==> src/rtl/boid_pixel_writer.sv <==
// boid_pixel_writer
//
// Turns one boid update record from the accelerator into frame-buffer writes:
// first the footprint at the previous position is erased with BG_COLOR, then
// the footprint at the new position is drawn with the record's colour. Pixels
// outside the frame buffer are skipped, taking one idle cycle each.
//
// Optional feature: define BOID_WRITER_BOX_EN to use a 2x2 box footprint
// ((x,y), (x+1,y), (x,y+1), (x+1,y+1)). Otherwise the footprint is one pixel.
//
// Ports
//   clk          clock, rising edge
//   reset        synchronous, active-high reset
//   in_valid_i   record available
//   in_ready_o   writer can accept a record (idle)
//   x_i, y_i     new position, signed 16.16 fixed point
//   px_i, py_i   previous position, signed 16.16 fixed point
//   color_i      draw colour
//   mem_addr_o   frame-buffer word address, y*FB_W+x
//   mem_data_o   pixel data
//   mem_we_o     write request; commits when mem_ready_i is also high
//   mem_ready_i  frame-buffer port grant
//   done_o       one-cycle pulse when a record has been fully written
module boid_pixel_writer #(
  parameter int unsigned FB_W     = 640,
  parameter int unsigned FB_H     = 480,
  parameter logic [7:0]  BG_COLOR = 8'h00
) (
  input  logic        clk,
  input  logic        reset,
  input  logic        in_valid_i,
  output logic        in_ready_o,
  input  logic [31:0] x_i,
  input  logic [31:0] y_i,
  input  logic [31:0] px_i,
  input  logic [31:0] py_i,
  input  logic [7:0]  color_i,
  output logic [18:0] mem_addr_o,
  output logic [7:0]  mem_data_o,
  output logic        mem_we_o,
  input  logic        mem_ready_i,
  output logic        done_o
);

`ifdef BOID_WRITER_BOX_EN
  localparam int unsigned NumPix = 4;
`else
  localparam int unsigned NumPix = 1;
`endif
  localparam logic [1:0] LastIdx = 2'(NumPix - 1);

  typedef enum logic [1:0] {StIdle, StErase, StDraw, StDone} state_e;

  state_e      state_q;
  logic [1:0]  idx_q;
  logic [15:0] x_q, y_q, px_q, py_q;
  logic [7:0]  color_q;
  logic        mem_we_q;
  logic [18:0] mem_addr_q;
  logic [7:0]  mem_data_q;
  logic        in_ready_q;
  logic        done_q;

  // Only the integer part of each coordinate is used.
  logic unused_frac;
  assign unused_frac = ^{x_i[15:0], y_i[15:0], px_i[15:0], py_i[15:0]};

  // Footprint pixel idx of a base coordinate: returns {in_range, address}.
  // idx[0] selects x+1, idx[1] selects y+1.
  function automatic logic [19:0] pix_calc(input logic [15:0] bx, input logic [15:0] by,
                                           input logic [1:0] idx);
    logic signed [17:0] cx;
    logic signed [17:0] cy;
    logic               ok;
    logic [18:0]        a;
    cx = {{2{bx[15]}}, bx} + {17'd0, idx[0]};
    cy = {{2{by[15]}}, by} + {17'd0, idx[1]};
    ok = !cx[17] && !cy[17] && (32'(cx) < FB_W) && (32'(cy) < FB_H);
    a  = 19'(cy) * 19'(FB_W) + 19'(cx);
    return {ok, a};
  endfunction

  // Next pixel to present: coordinate source and footprint index.
  logic [15:0] src_x, src_y;
  logic [1:0]  nxt_idx;
  logic [19:0] nxt_pix;

  always_comb begin
    src_x   = px_q;
    src_y   = py_q;
    nxt_idx = idx_q + 2'd1;
    unique case (state_q)
      StIdle: begin
        src_x   = px_i[31:16];
        src_y   = py_i[31:16];
        nxt_idx = 2'd0;
      end
      StErase: begin
        if (idx_q == LastIdx) begin
          src_x   = x_q;
          src_y   = y_q;
          nxt_idx = 2'd0;
        end
      end
      StDraw: begin
        src_x = x_q;
        src_y = y_q;
      end
      default: ;
    endcase
    nxt_pix = pix_calc(src_x, src_y, nxt_idx);
  end

  always_ff @(posedge clk) begin
    if (reset) begin
      state_q    <= StIdle;
      idx_q      <= 2'd0;
      x_q        <= 16'd0;
      y_q        <= 16'd0;
      px_q       <= 16'd0;
      py_q       <= 16'd0;
      color_q    <= 8'd0;
      mem_we_q   <= 1'b0;
      mem_addr_q <= 19'd0;
      mem_data_q <= 8'd0;
      in_ready_q <= 1'b1;
      done_q     <= 1'b0;
    end else begin
      done_q <= 1'b0;
      unique case (state_q)
        StIdle: begin
          if (in_valid_i && in_ready_q) begin
            x_q        <= x_i[31:16];
            y_q        <= y_i[31:16];
            px_q       <= px_i[31:16];
            py_q       <= py_i[31:16];
            color_q    <= color_i;
            in_ready_q <= 1'b0;
            state_q    <= StErase;
            idx_q      <= nxt_idx;
            mem_we_q   <= nxt_pix[19];
            mem_addr_q <= nxt_pix[18:0];
            mem_data_q <= BG_COLOR;
          end
        end
        StErase, StDraw: begin
          // A clipped pixel (mem_we_q low) advances after its single cycle.
          if (!mem_we_q || mem_ready_i) begin
            if (state_q == StDraw && idx_q == LastIdx) begin
              state_q  <= StDone;
              mem_we_q <= 1'b0;
              done_q   <= 1'b1;
            end else begin
              if (state_q == StErase && idx_q == LastIdx) begin
                state_q    <= StDraw;
                mem_data_q <= color_q;
              end
              idx_q      <= nxt_idx;
              mem_we_q   <= nxt_pix[19];
              mem_addr_q <= nxt_pix[18:0];
            end
          end
        end
        StDone: begin
          state_q    <= StIdle;
          in_ready_q <= 1'b1;
        end
        default: state_q <= StIdle;
      endcase
    end
  end

  assign in_ready_o = in_ready_q;
  assign mem_we_o   = mem_we_q;
  assign mem_addr_o = mem_addr_q;
  assign mem_data_o = mem_data_q;
  assign done_o     = done_q;

endmodule

==> config.mk <==
export PLATFORM = sky130hd
export DESIGN_NAME = boid_pixel_writer
export DESIGN_NICKNAME = d
export VERILOG_FILES = /design/src/rtl/boid_pixel_writer.sv
export SDC_FILE = /design/constraint.sdc
export NUM_CORES = 1
export LEC_CHECK = 0
export CORE_UTILIZATION = 67
export DETAILED_ROUTE_END_ITERATION = 6
export DONT_BUFFER_PORTS = 1
export PLACE_DENSITY = 0.89
export REMOVE_ABC_BUFFERS = 1
export SYNTH_ARGS = -nofsm -noshare
export SYNTH_HDL_FRONTEND = slang
export SYNTH_SLANG_ARGS = --single-unit
==> constraint.sdc <==
create_clock -name clk -period 9.38 [get_ports clk]
set_input_delay 0.469 -clock clk [delete_from_list [all_inputs] [get_ports clk]]
set_output_delay 0.469 -clock clk [all_outputs]
set_load 0.05 [all_outputs]
=== After elaboration in Yosys (flattened, before gate mapping) ===
Cells that the tools add are included.

* Logic and storage cells: 82
* Bits of input ports: 140
* Bits in registers: 106
* Output and inout port bits: 30

* Bitwise logic cells: 2
* Equality and inequality tests: 8
* $mul: 1
* $lt $le $gt $ge: 2
* Reduce and logical (&&, ||, !) cells: 22
* Mux-type cells: 31
* Add/sub/neg operators: 4

{| class="wikitable"
|+ Operator list
! cell !! count
|-
| 16-bit one-hot mux with 3 select lines || 2
|-
| 19-bit 2-to-1 mux || 3
|-
| 19-bit one-hot mux with 2 select lines || 1
|-
| 16-bit by 2-bit adder with 17-bit output || 2
|-
| 32-bit by 10-bit < comparator with 1-bit output, second input constant || 1
|-
| 32-bit by 9-bit < comparator with 1-bit output, second input constant || 1
|-
| 16-bit 2-to-1 mux || 2
|-
| 8-bit 2-to-1 mux || 4
|-
| 19-bit adder || 1
|-
| 19-bit by 3-bit multiplier with 12-bit output, second input constant || 1
|-
| 2-bit 2-to-1 mux || 8
|-
| 8-bit one-hot mux with 2 select lines || 1
|-
| 2-bit inequality test, second input constant || 4
|-
| 2-bit one-hot mux with 2 select lines || 2
|-
| 1-bit logical AND || 6
|-
| 2-bit one-hot mux with 3 select lines || 1
|-
| 3-bit AND reduction || 2
|-
| 1-bit 2-to-1 mux || 5
|-
| 5-bit AND reduction || 1
|-
| 2-bit == test, second input constant || 2
|-
| 2-bit zero test || 2
|-
| 1-bit one-hot mux with 2 select lines || 2
|-
| 2-bit AND reduction || 2
|-
| 4-bit AND reduction || 1
|-
| other kinds (9) || 13
|}

=== Logic depth before layout (Yosys ltp) ===
Gate-level depths: netlist of run 1.

* Depth after elaboration: 11
* Mapped depth: 31
* Depth with buffers taken out: 28

=== Worst setup path before layout of run 1 ===
Ideal clock, no wire load.

* Path type: reg-to-reg
* Start: register state_q[1]
* End: register mem_addr_q[18] (netlist: mem_addr_o[18])
* Data required time: 9317 ps
* Clock period less this slack: 5386 ps
* Setup slack: 3994 ps
* Stages on the path, launching flop included: 31
* Buffers on the path: 3
* Arrival: 5323 ps
* Library setup time: 63 ps
* Cell sequence: dfxtp_1 > inv_1 > ha_1 > inv_1 > o21ai_1 > buf_2 > buf_2 > buf_1 > nand2_1 > o21ai_0 > ha_1 > o311ai_1 > a221o_1 > o21bai_4 > nor2_1 > xor2_1 > ha_1 > ha_1 > and2_1 > o21ai_0 > nand2_1 > nor2_1 > xnor2_1 > ha_1 > or2_2 > a21oi_1 > a31oi_1 > or2_2 > nor3_1 > o21bai_1 > nand3_1

* Longest elaborated chain between the ends: 8

{| class="wikitable"
|+ Ends and longest elaborated chain
! element !! line !! source
|-
| from (decl) || 54 || <nowiki>state_e state_q;</nowiki>
|-
| from (signal assigned) || 116 || <nowiki>state_q <= StIdle;</nowiki>
|-
| from (signal assigned) || 139 || <nowiki>state_q <= StErase;</nowiki>
|-
| from (signal assigned) || 150 || <nowiki>state_q <= StDone;</nowiki>
|-
| 2-bit == test, or another cell as far along || 92, 130, 149 ||
|-
| 16-bit one-hot mux with 3 select lines / 2-bit one-hot mux with 2 select lines (equally long branches) || 92 || <nowiki>unique case (state_q)</nowiki>
|-
| 16-bit by 2-bit adder with 17-bit output || 77 || <nowiki>cy = {{2{by[15]}}, by} + {17'd0, idx[1]};</nowiki>
|-
| 19-bit by 3-bit multiplier with 12-bit output || 79 || <nowiki>a = 19'(cy) * 19'(FB_W) + 19'(cx);</nowiki>
|-
| 19-bit adder || 79 ||
|-
| 19-bit 2-to-1 mux || 149 || <nowiki>if (state_q == StDraw && idx_q == LastIdx) begin</nowiki>
|-
| 19-bit 2-to-1 mux || 148 || <nowiki>if (!mem_we_q || mem_ready_i) begin</nowiki>
|-
| 19-bit one-hot mux with 2 select lines || 130 || <nowiki>unique case (state_q)</nowiki>
|-
| to (signal assigned) || 142 || <nowiki>mem_addr_q <= nxt_pix[18:0];</nowiki>
|-
| to (signal assigned) || 160 || <nowiki>mem_addr_q <= nxt_pix[18:0];</nowiki>
|-
| to (decl) || 59 || <nowiki>logic [18:0] mem_addr_q;</nowiki>
|}

Several ways; a longest one is shown, not always the timed one. The select of a mux whose other input is x is not followed.
A chain may end at the register's enable or synchronous reset.

=== Worst setup path in the final report of run 1 ===
Same ends and word-level chain as after synthesis.

==> reports/results.ini, run 1 <==
[logic_synthesis]
synth_top_family_by_area=compound AO/OA/AOI/OAI gates
synth_warnings=0
netlist.area_leader.share_pct=32.31
synthCells=855
ys_types=78
dominantRegCellSynth=dfxtp_1
synth_edf_count=0
syn_avg_cell_area_sq_um=7.681
synth_compound_area_share_pct=26.79
syn_area_sq_um=6568
synth.area.mux_share_pct=0.6287
yosysTopAreaCell=dfxtp_1
synthAdderAreaFrac_pct=7.849
async_flop_share_pct=0
yosysSeqAreaShare_pct=32.31
synthTopCellsByArea=dfxtp_1 32%, nand2_1 11%, a21oi_1 8.8%, ha_1 7.2%, xnor2_1 2.7%
synthXorXnorAreaFrac_pct=3.467
ys_seq_elements=106
synthSimpleGateAreaFrac_pct=24.25

[worst_setup_path]
critPathSlowestCell=ha_1
worstPathArrival_ns=6.65
start_kind=flop
critPathRequiredTime_ns=9.72
critPathMaxFanout=26
critPathKind=reg2reg
end_kind=flop
crit_path_max_incr_delay_ns=0.56
cpMostUsedCell=ha_1

[finish]
antenna_cells=0
syn_to_final_growth_pct=3.524
drive_gt1_share_pct=7.246
utilization_pct=72.55
nets=1003
layout_commonest_cell=nand2_1
layout_common_cells=193 x nand2_1, 115 x a21oi_1, 106 x dfxtp_1

[power_and_ir_drop]
p_per_area_nw_per_um2=394.9
pwr-share-seq_pct=26.3
pwr-share-clk_pct=11.7
power.internal_mw=1.357
p_leak_nw=2.506
ir_worst_vdd_mv=0.2011
switching_share_pct=49.47
pwr-share-comb_pct=62.0
switchingPower_mw=1.328

[die]
die-width_um=101.0
dieArea_sq_um=10200
num_rows=35
pin_count=170
die_h_um=101.0
core_sq_um=9371
start_util_pct=70.08

[drt]
vias=6222
routedWlPerCell_um=17.16
antenna_left=0
drt_first_pass_iters=7
avgViaCountPerCell=6.502
drt_wl_total_mm=16.42
drt_iter0_markers=496
route.detailed.drc=1

[cts]
cts_max_level=3
clock_latency_ns=0.39
numClockSinks=106
cts-root-buf=clkbuf_8
max-clock-path-buffers=2
cts_setup_buffers=0
cts_buffers=9
cts_resized=0
cts.reportedPaths.clkPinSlew_ns=0.12
cts_hold_buffers=0
cts_tree=yes

[sta]
min_period_ns=6.316
fin_crit_sh_pct=67.34
finalHoldViolCount=0
setup_violations=0
finalWorstSetupSlack_ns=3.064
worst_pin_slew_ns=0.9168
finClkSkew_ns=0.01459
fin_setup_tns_ns=0
drv_slew=0
fmax_mhz=158.3
rsz0062_at_grt=no
relSlewSlack_pct=38.75

[grt]
grt_pass1_vias=5850
gr-total-overflow=0
grt_pass1_wl_mm=26.78
grt.total_usage_pct=32.78
antenna_found_initial=0
grt_max_degree=106

[status]
outcome=complete, but fails checks
violations=design-rule violations

[place]
routabilityCongestion=0.9577
dp_worst_setup_slack_ns=3.242
detailed_place_hpwl_mm=11.63
numPortBuffers=0

[run]
max_cap_violations=0

[worst_hold_path]
hold_class=in2reg

==> final cells by class <==
class | count | area [sq um]
Clock buffer | 9 | 123.9
Sequential cell | 106 | 2122
Multi-Input combinational cell | 678 | 4158
Inverter | 19 | 71.32
Tap cell | 129 | 161.4
Timing Repair Buffer | 9 | 67.56
Clock inverter | 7 | 95.09
Fill cell | 745 | 2572
==> state kept, by name, indices dropped and copies added, names as in the netlist <==
name	cells
mem_addr_o	19
px_q	16
py_q	16
x_q	16
y_q	16
color_q	8
mem_data_o	8
idx_q	2
state_q	2
done_o	1
in_ready_o	1
mem_we_o	1
==> metrics by stage <==
step	area [sq um]	hold slack, ns	std cells	total power [mW]
detailed placement	6580	0.4418	941	2.342
CTS	6799	0.1310	957	2.666
floorplan	6330	0.4297	803	1.977
global placement	6580	0.4361	941	2.268
global route	6799	0.1250	957	2.904
finish	6799	0.1318	957	2.685
==> worst max-delay path: cells and delay by family, from the launching register on <==
| kind | cells | cell delay, ns |
|---|---|---|
| flops | 1 | 0.40 |
| simple gates | 5 | 0.70 |
| xor+xnor | 1 | 0.14 |
| compound gates | 14 | 2.51 |
| fa+ha+maj | 6 | 1.95 |
| buf+inv | 2 | 0.57 |
==> power by group through the flow <==
stage	Sequential, mW	Combinational [mW]	Clock [mW]
after floorplan	0.701	1.28	0
after global placement	0.711	1.56	0
after detailed placement	0.716	1.63	0
after CTS	0.706	1.65	0.315
after global routing	0.717	1.85	0.333
final	0.706	1.67	0.314
==> worst paths after layout <==
path / cells past startpoint / slack, ns / endpoint / from
worst max-delay path: 28 / 3.06 / mem_addr_o[18]$_SDFFE_PP0P_ / state_q[1]$_SDFFE_PP0P_
worst min-delay path: 1 / 0.13 / x_q[15]$_SDFFE_PP0P_ / reset
worst max register to register: 28 / 3.06 / mem_addr_o[18]$_SDFFE_PP0P_ / state_q[1]$_SDFFE_PP0P_
worst min register to register: 2 / 0.45 / x_q[11]$_SDFFE_PP0P_ / x_q[11]$_SDFFE_PP0P_
==> routing by layer <==
metal	part of all wire [%]	GRT usage (%)	up-vias
li1	-	-	2972
met1	41	40.46	2929
met2	48	55.69	275
met3	8.5	8.114	46
met4	2.4	11.15	0
met5	0	0	-
==> logic make-up after synthesis <==
family	count (synthesis)
buf+inv	71
mux	4
flops	106
compound gates	266
xor+xnor	26
simple gates	342
fa+ha+maj	40
==> Yosys cell counts, drive strengths merged (5+ instances only) <==
library cell	number
buf	15
o22ai	5
o211ai	8
xnor2	20
nor3	16
nor2b	7
a221o	7
nor2	31
a21boi	6
a211oi	5
o21ai	33
dfxtp	106
nand3	21
a21o	7
and3	10
inv	19
nand2	193
ha	38
a22o	8
and2	20
o311ai	5
xor2	6
or2	9
clkbuf	37
a21oi	115
o2bb2ai	6
nand2b	8
a22oi	20
or3	5
(Power assumes the default switching activity.)
==> inputs of run 2 (changes only) <==
--- a/config.mk
+++ b/config.mk
@@ -5,10 +5,10 @@
 export SDC_FILE = /design/constraint.sdc
 export NUM_CORES = 1
 export LEC_CHECK = 0
-export CORE_UTILIZATION = 67
+export CORE_UTILIZATION = 64
 export DETAILED_ROUTE_END_ITERATION = 6
 export DONT_BUFFER_PORTS = 1
-export PLACE_DENSITY = 0.89
+export PLACE_DENSITY = 0.86
 export REMOVE_ABC_BUFFERS = 1
 export SYNTH_ARGS = -nofsm -noshare
 export SYNTH_HDL_FRONTEND = slang
==> constraint.sdc (replaced) <==
create_clock -name clk -period 6.01 [get_ports clk]
set_input_delay 0.3005 -clock clk [delete_from_list [all_inputs] [get_ports clk]]
set_output_delay 0.3005 -clock clk [all_outputs]
set_load 0.05 [all_outputs]
==> run 2 against run 1 <==
Against the previous run:
- critical path depth decreased by 2
- largest cell class unchanged
- the flow still finishes with violations (design-rule violations)
- highest routed layer unchanged
- register-to-register slack got worse by 2.8 ns
- via count increased by 0.48%
- clock skew decreased by 0.0039 ns
- worst hold slack got worse by 0.11 ns
- sequential share of layout area decreased by 0.59 points
- critical path type unchanged
- non-clock buffer count increased by 16
- count of clock-buffer cells in the layout increased by 2
- die area increased by 4.6%
==> reports/results.ini, run 2 (synthesis results as in run 1) <==
[status]
outcome=complete, but fails checks  ; unchanged
violations=design-rule violations  ; unchanged

[die]
core_sq_um=9864  ; was 9371 sq um
die_h_um=103.3  ; was 101.0 um
num_rows=36  ; was 35
dieArea_sq_um=10670  ; was 10200 sq um
pin_count=170  ; unchanged
start_util_pct=66.58  ; was 70.08%
die-width_um=103.3  ; was 101.0 um

[sta]
rsz0062_at_grt=no  ; unchanged
finalHoldViolCount=0  ; unchanged
finClkSkew_ns=0.01067  ; was 0.01459 ns
fin_crit_sh_pct=95.02  ; was 67.34%
fin_setup_tns_ns=0  ; unchanged
fmax_mhz=175.1  ; was 158.3 MHz
relSlewSlack_pct=28.18  ; was 38.75%
min_period_ns=5.710  ; was 6.316 ns
drv_slew=0  ; unchanged
worst_pin_slew_ns=1.074  ; was 0.9168 ns
setup_violations=0  ; unchanged

[grt]
gr-total-overflow=0  ; unchanged
grt.total_usage_pct=33.08  ; was 32.78%
antenna_found_initial=0  ; unchanged
grt_pass1_wl_mm=27.14  ; was 26.78 mm
grt_pass1_vias=5762  ; was 5850
grt_max_degree=65  ; was 106

[cts]
cts_buffers=9  ; unchanged
cts_tree=yes  ; unchanged
max-clock-path-buffers=2  ; unchanged
cts.reportedPaths.clkPinSlew_ns=0.10  ; was 0.12 ns
numClockSinks=106  ; unchanged
clock_latency_ns=0.38  ; was 0.39 ns
cts_max_level=3  ; unchanged
cts-root-buf=clkbuf_8  ; unchanged

[drt]
drt_first_pass_iters=7  ; unchanged
avgViaCountPerCell=6.406  ; was 6.502
routedWlPerCell_um=17.89  ; was 17.16 um
drt_wl_total_mm=17.46  ; was 16.42 mm
route.detailed.drc=2  ; was 1
vias=6252  ; was 6222
drt_iter0_markers=542  ; was 496
antenna_left=0  ; unchanged

[place]
routabilityCongestion=0.9132  ; was 0.9577
dpl.cell_count=952  ; was 941
numPortBuffers=0  ; unchanged
place_area_sq_um=6638  ; was 6580 sq um
detailed_place_hpwl_mm=11.94  ; was 11.63 mm

[finish]
post-route-cell-area_sq_um=6929  ; was 6799 sq um
layout_commonest_cell=nand2_1  ; unchanged
drive_gt1_share_pct=8.185  ; was 7.246%
fillers=774  ; was 745
stdcell_count=976  ; was 957
multi_input_area_sq_um=4164  ; was 4158 sq um
layout_common_cells=193 x nand2_1, 115 x a21oi_1, 106 x dfxtp_1  ; unchanged
syn_to_final_growth_pct=5.506  ; was 3.524%
antenna_cells=0  ; unchanged
seq_area_sq_um=2122  ; unchanged
largest_reg_flops=19  ; unchanged
nets=1019  ; was 1003

[worst_setup_path]
start_kind=flop  ; unchanged
critPathMaxFanout=9  ; was 26
critPathKind=reg2reg  ; unchanged
end_kind=flop  ; unchanged
worstPathArrival_ns=6.04  ; was 6.65 ns
critPathRequiredTime_ns=6.34  ; was 9.72 ns

[worst_hold_path]
hold_class=in2reg  ; unchanged

[power_and_ir_drop]
switching_share_pct=49.11  ; was 49.47%
ir_worst_vdd_mv=0.3265  ; was 0.2011 mV
total_power_mw=4.195  ; was 2.685 mW
pwr-share-clk_pct=10.5  ; was 11.7%
p_leak_nw=2.564  ; was 2.506 nW
pwr-share-comb_pct=63.2  ; was 62.0%
p_per_area_nw_per_um2=605.3  ; was 394.9 nW/um^2
pwr-share-seq_pct=26.4  ; was 26.3%
power.internal_mw=2.135  ; was 1.357 mW
switchingPower_mw=2.060  ; was 1.328 mW

[run]
max_cap_violations=0  ; unchanged

run 2: power by group through the flow:
stage / sequential (mW) / clock [mW] / combinational, mW
6_report: 1.11 / 0.439 / 2.65
5_1_grt: 1.12 / 0.463 / 2.93
4_1_cts: 1.10 / 0.438 / 2.60
3_5_place_dp: 1.12 / 0 / 2.56
3_3_place_gp: 1.11 / 0 / 2.46
2_1_floorplan: 1.09 / 0 / 1.99
run 2: per-stage QoR:
stage               utilization [%]  setup slack [ns]  hold WS [ns]
finish                        70.24            0.2995       0.02603
global route                  70.24           0.03107       0.02087
CTS                           69.85            0.3691     0.0002936
detailed placement            67.29            0.4179        0.3799
global placement              67.29            0.5719        0.3783
floorplan                         -           0.03226        0.3696
run 2: per-layer routing:
metal	GRT usage, %	share of wire, %	wire length, um	up-vias
met5	0	0	0	-
met4	17.33	3.9	680	0
met3	7.796	8.7	1523	65
met2	53.95	46	8021	290
met1	40.77	41	7236	2884
li1	-	-	-	3013
run 2: path summary, 6_finish.rpt:
path | depth (start not counted) | slack (ns) | from | endpoint
max | 26 | 0.30 | idx_q[0]$_SDFFE_PP0P_ | mem_addr_o[18]$_SDFFE_PP0P_
min | 1 | 0.03 | reset | in_ready_o$_SDFFE_PP1P_
max reg2reg | 26 | 0.30 | idx_q[0]$_SDFFE_PP0P_ | mem_addr_o[18]$_SDFFE_PP0P_
min reg2reg | 2 | 0.46 | py_q[13]$_SDFFE_PP0P_ | py_q[13]$_SDFFE_PP0P_
run 2: final cells by class:
cell class,instances,area share (%)
clock buffer,11,1.896
clock inverter,4,0.7765
inverter,19,1.029
multi-input combinational,678,60.09
sequential,106,30.62
tap,133,2.402
timing repair buffer,25,3.178
run 2: worst max-delay path: stages (launching register included):
cell and delay [ns]:
dfxtp_1 0.34, inv_1 0.08, ha_1 0.36, a21o_1 0.22, a22oi_1 0.08, o21ai_0 0.33, ha_1 0.25, o311ai_1 0.11
a221o_1 0.31, o21bai_4 0.24, nor2_1 0.25, xor2_1 0.25, ha_1 0.28, ha_1 0.35, and2_1 0.15, o21ai_0 0.19
nand2_1 0.08, nor2_1 0.11, xnor2_1 0.13, ha_1 0.28, or2_2 0.30, a21oi_1 0.19, a31oi_1 0.09, or2_2 0.32
nor3_1 0.20, o21bai_1 0.09, nand3_1 0.07
run 2: repair_timing:
item | 4_1_cts | 5_1_grt
hold buffers | 5 | 1
resized for setup | 0 | 1
buffers inserted | 0 | 3
endpoints found under the hold margin | 64 | 1
endpoints found under the setup margin | 0 | 1
==> inputs of run 3 (changes only) <==
--- a/config.mk
+++ b/config.mk
@@ -5,10 +5,10 @@
 export SDC_FILE = /design/constraint.sdc
 export NUM_CORES = 1
 export LEC_CHECK = 0
-export CORE_UTILIZATION = 64
+export CORE_UTILIZATION = 55
 export DETAILED_ROUTE_END_ITERATION = 6
 export DONT_BUFFER_PORTS = 1
-export PLACE_DENSITY = 0.86
+export PLACE_DENSITY = 0.79
 export REMOVE_ABC_BUFFERS = 1
 export SYNTH_ARGS = -nofsm -noshare
 export SYNTH_HDL_FRONTEND = slang
==> constraint.sdc (replaced) <==
create_clock -name clk -period 4.8 [get_ports clk]
set_input_delay 0.24 -clock clk [delete_from_list [all_inputs] [get_ports clk]]
set_output_delay 0.24 -clock clk [all_outputs]
set_load 0.05 [all_outputs]
==> run 3 against run 2 <==
Against the previous run:
- the run ends with design-rule violations, negative setup slack left
- clock power up 63%
- largest power group unchanged
- final area up 16%
- setup slack worse by 0.34 ns
- critical path type unchanged
- first-iteration DRC count up 16%
- worst hold slack worse by 0.020 ns
- maximum frequency up 18%
- clock skew down 0.0031 ns
- wire length up 17%
- sequential share of layout area down 4.2 points
==> reports/results.ini, run 3 (synthesis results as in run 1) <==
[worst_setup_path]
critPathMaxFanout=4  ; was 9
critPathRequiredTime_ns=5.10  ; was 6.34 ns
start_kind=flop  ; unchanged
cpMostUsedCell=ha_4  ; was ha_1
critical_path_depth=26  ; unchanged
worst-path-buf-inv=2  ; was 1
end_kind=flop  ; unchanged
critPathSlowestCell=dfxtp_4  ; was ha_1
worst_path_dominant_cell_family=adder cells  ; was compound AO/OA/AOI/OAI gates
crit_path_max_incr_delay_ns=0.37  ; was 0.36 ns
critPathKind=reg2reg  ; unchanged
r2r_cells=26  ; unchanged
worstPathArrival_ns=5.14  ; was 6.04 ns

[finish]
nets=1088  ; was 1019
post-route-cell-area_sq_um=8054  ; was 6929 sq um
layout_common_cells=191 x nand2_1, 106 x a21oi_1, 103 x dfxtp_1  ; was 193 x nand2_1, 115 x a21oi_1, 106 x dfxtp_1
fillers=897  ; was 774
stdcell_count=1056  ; was 976
syn_to_final_growth_pct=22.63  ; was 5.506%
layout_commonest_cell=nand2_1  ; unchanged
largest_reg_flops=19  ; unchanged
utilization_pct=69.94  ; was 70.24%
drive_gt1_share_pct=22.23  ; was 8.185%
antenna_cells=0  ; unchanged

[power_and_ir_drop]
p_leak_nw=3.035  ; was 2.564 nW
switching_share_pct=46.92  ; was 49.11%
pwr-share-comb_pct=67.8  ; was 63.2%
pwr-share-clk_pct=10.9  ; was 10.5%
total_power_mw=6.570  ; was 4.195 mW
power.internal_mw=3.487  ; was 2.135 mW
pwr-share-seq_pct=21.3  ; was 26.4%
switchingPower_mw=3.082  ; was 2.060 mW
ir_worst_vdd_mv=0.4088  ; was 0.3265 mV
p_per_area_nw_per_um2=815.7  ; was 605.3 nW/um^2

[drt]
vias=6723  ; was 6252
avgViaCountPerCell=6.366  ; was 6.406
drt_first_pass_iters=7  ; unchanged
routedWlPerCell_um=19.40  ; was 17.89 um
route.detailed.drc=9  ; was 2
antenna_left=0  ; unchanged
drt_iter0_markers=631  ; was 542
drt_wl_total_mm=20.49  ; was 17.46 mm

[die]
start_util_pct=57.03  ; was 66.58%
core_sq_um=11520  ; was 9864 sq um
die_h_um=111.3  ; was 103.3 um
die-width_um=111.3  ; was 103.3 um
pin_count=170  ; unchanged
num_rows=39  ; was 36
dieArea_sq_um=12380  ; was 10670 sq um

[status]
violations=design-rule violations, negative setup slack  ; was design-rule violations
outcome=complete, but fails checks  ; unchanged

[sta]
finalWorstSetupSlack_ns=-0.03745  ; was 0.2995 ns
rsz0062_at_grt=yes  ; was no
drv_slew=0  ; unchanged
relSlewSlack_pct=28.40  ; was 28.18%
worst_pin_slew_ns=1.071  ; was 1.074 ns
fin_crit_sh_pct=100.8  ; was 95.02%
finClkSkew_ns=0.007560  ; was 0.01067 ns
setup_violations=1  ; was 0
finalHoldViolCount=0  ; unchanged
min_period_ns=4.837  ; was 5.710 ns
fmax_mhz=206.7  ; was 175.1 MHz

[place]
place_area_sq_um=7146  ; was 6638 sq um
dpl.cell_count=1028  ; was 952
numPortBuffers=0  ; unchanged
detailed_place_hpwl_mm=13.16  ; was 11.94 mm
routabilityCongestion=0.8981  ; was 0.9132
dp_worst_setup_slack_ns=-0.3029  ; was 0.4179 ns

[run]
max_cap_violations=0  ; unchanged

[cts]
clock_latency_ns=0.36  ; was 0.38 ns
cts.reportedPaths.clkPinSlew_ns=0.08  ; was 0.10 ns
cts_buffers=9  ; unchanged
cts_tree=yes  ; unchanged
cts_max_level=3  ; unchanged
cts-root-buf=clkbuf_16  ; was clkbuf_8
max-clock-path-buffers=2  ; unchanged
numClockSinks=106  ; unchanged

[grt]
gr-max-usage-layer=met2  ; unchanged
grt_use_met1_pct=39.46  ; was 40.77%
antenna_found_initial=0  ; unchanged
grt.met2_usage_pct=52.08  ; was 53.95%
gr-total-overflow=0  ; unchanged
grt_pass1_vias=6623  ; was 5762
grt_max_degree=101  ; was 65
grt_pass1_wl_mm=31.84  ; was 27.14 mm
grt.total_usage_pct=31.89  ; was 33.08%
use_met3_pct=7.162  ; was 7.796%

[worst_hold_path]
hold_class=in2reg  ; unchanged
hold_path_depth=2  ; was 1

-- run 3: stage by stage --
| step | hold slack (ns) | TNS (ns) |
|---|---|---|
| after global placement | 0.3219 | -0.2649 |
| after detailed placement | 0.3219 | -0.9576 |
| after global routing | 0.005340 | -0.2777 |
| final | 0.005656 | -0.03745 |
| after CTS | 0.002671 | 0 |
| after floorplan | 0.3091 | -5.137 |
-- run 3: power by group through the flow --
stage | registers (mW) | clock network, mW | logic, mW
finish | 1.40 | 0.715 | 4.45
global route | 1.42 | 0.748 | 4.87
CTS | 1.39 | 0.720 | 3.92
detailed placement | 1.40 | 0 | 3.65
global placement | 1.39 | 0 | 3.51
floorplan | 1.37 | 0 | 2.49
-- run 3: metal layers --
metal,routed length [um],share of wire [%],vias up
li1,-,-,3153
met3,1793,8.8,88
met1,8112,40,3131
met2,9675,47,351
met4,905,4.4,0
met5,0,0,-
-- run 3: final timing paths --
check | startpoint | end | slack [ns]
max | state_q[1]$_SDFFE_PP0P_ | mem_addr_o[18]$_SDFFE_PP0P_ | -0.04
min | x_i[18] | x_q[2]$_SDFFE_PP0P_ | 0.006
max reg2reg | state_q[1]$_SDFFE_PP0P_ | mem_addr_o[18]$_SDFFE_PP0P_ | -0.04
min reg2reg | x_q[8]$_SDFFE_PP0P_ | x_q[8]$_SDFFE_PP0P_ | 0.46
-- run 3: repair_timing --
| action | in CTS | in global routing |
|---|---|---|
| setup buffers | 1 | 10 |
| pin swaps | 20 | 30 |
| gates resized for setup | 42 | 57 |
| gates cloned | 0 | 0 |
| endpoints found under the setup margin | 5 | 6 |
| hold buffers | 2 | 0 |
| endpoints found under the hold margin | 100 | 0 |
-- run 3: area by class of cell --
cell class                      count  area [sq um]  area share (%)
Multi-Input combinational cell    678          4617           57.32
Sequential cell                   106          2131           26.46
Timing Repair Buffer               94         774.5           9.616
Clock buffer                        9         225.2           2.796
Tap cell                          143         178.9           2.222
Inverter                           19         76.32          0.9476
Clock inverter                      7         51.30          0.6369
-- run 3: worst reg2reg max path, delay by kind of cell (launching register included) --
kind            cells  cell delay [ns]
xor+xnor            2             0.30
compound gates      9             1.35
flops               1             0.37
simple gates        7             1.12
fa+ha+maj           6             1.43
buf+inv             2             0.23
